===== config.mk =====
export PLATFORM = sky130hd
export DESIGN_NAME = buffer_reg_arbiter
export DESIGN_NICKNAME = d
export VERILOG_FILES = /design/src/rtl/buffer_reg_arbiter.sv
export SDC_FILE = /design/constraint.sdc
export NUM_CORES = 1
export LEC_CHECK = 0
export CORE_ASPECT_RATIO = 0.8
export CORE_MARGIN = 2
export CORE_UTILIZATION = 42
export DETAILED_ROUTE_END_ITERATION = 6
export HOLD_SLACK_MARGIN = 0.12
export PLACE_DENSITY = 0.75
export SKIP_LAST_GASP = 1
export SYNTH_ARGS = -nofsm -noshare
export SYNTH_HDL_FRONTEND = slang
export SYNTH_SLANG_ARGS = --single-unit

===== constraint.sdc =====
create_clock -name clk -period 2.12 [get_ports clk]
set_input_delay 0.318 -clock clk [delete_from_list [all_inputs] [get_ports clk]]
set_output_delay 0.318 -clock clk [all_outputs]
set_load 0.05 [all_outputs]

===== src/rtl/buffer_reg_arbiter.sv =====
// rtl/buffer_reg_arbiter.sv - round-robin arbiter sharing one buffer register between requesters
// Optional feature macro: BUFREG_ARB_TIMEOUT_EN (drop an unconsumed word after TIMEOUT cycles in FULL)
module buffer_reg_arbiter #(
  parameter int NUM_REQ = 4,
  parameter int DATA_W  = 4,
  parameter int TIMEOUT = 16
) (
  input  logic                       clk,
  input  logic                       reset,
  input  logic [NUM_REQ-1:0]         req_valid,
  input  logic [NUM_REQ*DATA_W-1:0]  req_data,
  output logic [NUM_REQ-1:0]         req_ready,
  output logic                       out_valid,
  output logic [DATA_W-1:0]          out_data,
  output logic [$clog2(NUM_REQ)-1:0] out_owner,
  input  logic                       out_ready,
  output logic                       drop_pulse
);

  localparam int IDX_W = $clog2(NUM_REQ);

  typedef enum logic [1:0] {
    ST_IDLE = 2'd0,
    ST_LOAD = 2'd1,
    ST_FULL = 2'd2
  } state_t;

  state_t             r_state;
  logic [IDX_W-1:0]   r_rr_ptr;
  logic [IDX_W-1:0]   r_grant_idx;
  logic [NUM_REQ-1:0] r_req_ready;
  logic               r_out_valid;
  logic [DATA_W-1:0]  r_out_data;
  logic [IDX_W-1:0]   r_out_owner;

  logic               w_found;
  logic [IDX_W-1:0]   w_winner;
  logic [NUM_REQ-1:0] w_onehot;
  logic               w_sel_valid;
  logic [DATA_W-1:0]  w_sel_data;

`ifdef BUFREG_ARB_TIMEOUT_EN
  localparam int CNT_W = $clog2(TIMEOUT + 1);
  logic [CNT_W-1:0]   r_cnt;
  logic               r_drop_pulse;
`endif

  // Round-robin search: first requesting index at or above rr_ptr, wrapping around
  always_comb begin
    int               idx;
    logic [IDX_W-1:0] idx_l;
    w_found  = 1'b0;
    w_winner = '0;
    idx      = 0;
    idx_l    = '0;
    for (int i = 0; i < NUM_REQ; i++) begin
      idx = int'(r_rr_ptr) + i;
      if (idx >= NUM_REQ) begin
        idx = idx - NUM_REQ;
      end
      idx_l = IDX_W'(idx);
      if (!w_found && req_valid[idx_l]) begin
        w_found  = 1'b1;
        w_winner = idx_l;
      end
    end
  end

  // One-hot form of the winner, loaded into the registered grant strobe
  always_comb begin
    w_onehot = '0;
    for (int i = 0; i < NUM_REQ; i++) begin
      w_onehot[i] = w_found && (IDX_W'(i) == w_winner);
    end
  end

  // Select the granted requester's valid and data for the LOAD capture
  always_comb begin
    w_sel_valid = 1'b0;
    w_sel_data  = '0;
    for (int i = 0; i < NUM_REQ; i++) begin
      if (IDX_W'(i) == r_grant_idx) begin
        w_sel_valid = req_valid[i];
        w_sel_data  = req_data[i*DATA_W +: DATA_W];
      end
    end
  end

  // Sequencer: arbitrate in IDLE, capture in LOAD, hold the word in FULL until consumed
  always_ff @(posedge clk or posedge reset) begin
    if (reset) begin
      r_state      <= ST_IDLE;
      r_rr_ptr     <= '0;
      r_grant_idx  <= '0;
      r_req_ready  <= '0;
      r_out_valid  <= 1'b0;
      r_out_data   <= '0;
      r_out_owner  <= '0;
`ifdef BUFREG_ARB_TIMEOUT_EN
      r_cnt        <= '0;
      r_drop_pulse <= 1'b0;
`endif
    end else begin
`ifdef BUFREG_ARB_TIMEOUT_EN
      r_drop_pulse <= 1'b0;
`endif
      case (r_state)
        ST_IDLE: begin
          if (w_found) begin
            r_grant_idx <= w_winner;
            r_req_ready <= w_onehot;
            r_state     <= ST_LOAD;
          end
        end
        ST_LOAD: begin
          r_req_ready <= '0;
          if (w_sel_valid) begin
            r_out_data  <= w_sel_data;
            r_out_owner <= r_grant_idx;
            r_out_valid <= 1'b1;
            r_rr_ptr    <= (r_grant_idx == IDX_W'(NUM_REQ - 1)) ? '0 : r_grant_idx + 1'b1;
`ifdef BUFREG_ARB_TIMEOUT_EN
            r_cnt       <= '0;
`endif
            r_state     <= ST_FULL;
          end else begin
            // Requester withdrew: nothing captured, pointer kept so it stays first in line
            r_state     <= ST_IDLE;
          end
        end
        ST_FULL: begin
          if (out_ready) begin
            r_out_valid <= 1'b0;
            r_state     <= ST_IDLE;
          end
`ifdef BUFREG_ARB_TIMEOUT_EN
          else begin
            r_cnt <= r_cnt + 1'b1;
            // This cycle brings the count to TIMEOUT: discard the word
            if (r_cnt == CNT_W'(TIMEOUT - 1)) begin
              r_out_valid  <= 1'b0;
              r_drop_pulse <= 1'b1;
              r_state      <= ST_IDLE;
            end
          end
`endif
        end
        default: begin
          r_state     <= ST_IDLE;
          r_req_ready <= '0;
        end
      endcase
    end
  end

  assign req_ready = r_req_ready;
  assign out_valid = r_out_valid;
  assign out_data  = r_out_data;
  assign out_owner = r_out_owner;
`ifdef BUFREG_ARB_TIMEOUT_EN
  assign drop_pulse = r_drop_pulse;
`else
  assign drop_pulse = 1'b0;
`endif

endmodule


==> results.cfg <==
[layout]
fillers = 193
diodes = 0
area_growth_pct = 37.3
layout-drive-gt1-share_pct = 15.9
finish.net_count = 154
fin_area_sq_um = 1370
area.sequential_sq_um = 425
multi_input_area_sq_um = 520

[routing]
num_vias = 852
viasPerCell = 5.64
firstDrtPassIters = 4
first_iter_violations = 53
ant_nets = 0
drc = 0
wl_um = 2310
wl_per_cell_um = 15.3

[cts]
cts_tree = done
cts_htree_levels = 1
cts-root-buf = clkbuf_4
cts_hold_buffers = 0
cts-resized-gates = 0
cts_buffer_depth = 2
numCtsBuffers = 3
postCtsSetupBuffers = 0
clock_latency_ns = 0.30
cts_sinks = 17
clk_pin_slew_ns = 0.10

[power_and_ir_drop]
power_frac_clock_pct = 8.4
ir_drop_uv = 1190
p_per_area_nw_per_um2 = 1580
power_mw = 2.16
power.switching_mw = 1.02
switching_share_pct = 47.2
p_int_mw = 1.14
p_leak_nw = 0.594
pwr-share-seq_pct = 28.1
comb_power_share_pct = 63.5

[floorplan]
fp.dieW_um = 58.4
fp-row-count = 15
initial_utilization_pct = 45.4
io_pins = 35
die_h_um = 47.6
core_area_sq_um = 2200
dieArea_sq_um = 2780

[critical_path]
arrival_ns = 2.05
cp-end-kind = register
cp-start-kind = register
critPathRequiredTime_ns = 2.31
cp_max_fo = 12
criticalPathCategory = register to register

[sta]
tns_ns = 0
rsz0062_at_grt = no
relSlewSlack_pct = 56.9
tightest_slew_ns = 0.645
post-route-period-util_pct = 87.9
maxSlewViolCount = 0
fin_skew_ns = 0.00826
setup_viol = 0
fin_crit_ns = 1.86
finalHoldViolations = 0
fin_ws_ns = 0.257
timing.fmax_ghz = 0.537
hold_slack_ns = 0.389

[logic_synthesis]
ys_types = 31
synth_ff_type = dfrtp_1
synth_area_sq_um = 996
async_reset_ff_share_pct = 100
ys_warn_count = 0
syn_nets = 118
netlist_instances = 91
synth_edf_count = 0
synth-seq-cells = 17
yosysSeqAreaShare_pct = 42.7
synth_area_per_cell_sq_um = 10.9

[place]
placed_cell_area_sq_um = 1340
port_buffers = 33
dpl.hpwl_um = 1720
place.gp.congestion = 0.766
place_ws_ns = 0.210

[global_routing]
grt_util_all_layers_pct = 18.2
antenna_found_initial = 0
grt_pass1_vias = 817
grt_start_max_net_pins = 18
gr-total-overflow = 0
grt_pass1_wl_um = 3670

[min_path]
hp-class = input port to asynchronous set/reset pin

[flow_run]
cap_viol_max_count = 0

[run_status]
status = completed
cells in the mapped netlist (all sizes together), types with 3 or more instances:
cell	instances	area, sq um
a21oi	5	28.8
a221oi	4	35.0
a32o	4	40.0
and2b	3	26.3
buf	3	23.8
dfrtp	17	425
ha	4	50.1
inv	7	26.3
mux2	8	90.1
nand2	6	22.5
nand2b	3	18.8
nor2	5	18.8
nor2b	3	18.8
o31ai	3	22.5
per-stage QoR:
| stage | util (%) | std cells |
|---|---|---|
| after floorplan | - | 91 |
| after global placement | 61.1 | 147 |
| after detailed placement | 61.1 | 147 |
| after CTS | 62.3 | 151 |
| after global routing | 62.3 | 151 |
| final | 62.3 | 151 |
sequential cells by signal, indices dropped and copies added (netlist names):
register and count:
out_data 4, out_owner 2, out_valid 1, r_grant_idx 2, r_rr_ptr 2, r_state 2, req_ready 4
final cells by class:
type	instances	area share [%]
inverters	7	1.92
multi-input cells	64	38.1
clock buffers	4	1.92
flip-flops and latches	17	31.1
well taps	25	2.29
repair buffers	34	24.7
logic make-up after synthesis:
family	synth area share (%)
adders and majority gates	5.03
buffers and inverters	5.03
AOI/OAI and AO/OA	20.5
other	0.377
muxes	11.1
and+or+nand+nor	15.3
DFF	42.7
metal layers:
metal  vias to the layer above  track usage, %  routed length [um]
li1                        408               -                   -
met2                        36            29.0                 989
met5                         -               0                   0
met4                         0            9.77                  47
met3                         4            3.24                 199
met1                       404            24.2                1070
path summary, 6_finish.rpt:
check,slack [ns],to,from,cells after the start
worst min register to register,0.51,out_owner[1],out_owner[1],1
max in group asynchronous,1.31,out_data[1],reset,2
worst max register to register,0.26,out_data[2],r_grant_idx[1],5
min in group clk,0.51,out_owner[1],out_owner[1],1
worst min-delay path,0.39,r_grant_idx[1],reset,2
worst max-delay path,0.26,out_data[2],r_grant_idx[1],5
power by group through the flow:
stage | Sequential [mW] | Combinational, mW | Clock [mW]
2_1_floorplan | 0.930 | 0.670 | 0
3_5_place_dp | 0.611 | 1.37 | 0
6_report | 0.606 | 1.37 | 0.181
5_1_grt | 0.628 | 1.46 | 0.194
4_1_cts | 0.605 | 1.38 | 0.185
3_3_place_gp | 0.607 | 1.34 | 0
layout by cell type, fill, tap and decap left out, types with 2 or more instances in the layout:
master	n
nand2_1	6
a32o_1	4
o21ai_0	2
a221oi_1	4
nand2b_1	3
clkbuf_4	3
clkdlybuf4s50_1	33
mux2_2	8
dfrtp_1	17
o31ai_1	3
mux2i_1	2
a21oi_1	4
nor2_1	5
and2b_2	3
inv_1	7
nor2b_1	3
ha_1	4
worst max-delay path, cell delays in order (launching register included):
cell      delay [ns]
dfrtp_1         0.43
ha_1            0.44
nor3b_1         0.12
a21oi_2         0.18
nand4b_4        0.24
mux2_2          0.34
Power figures use the tool's default switching activity.
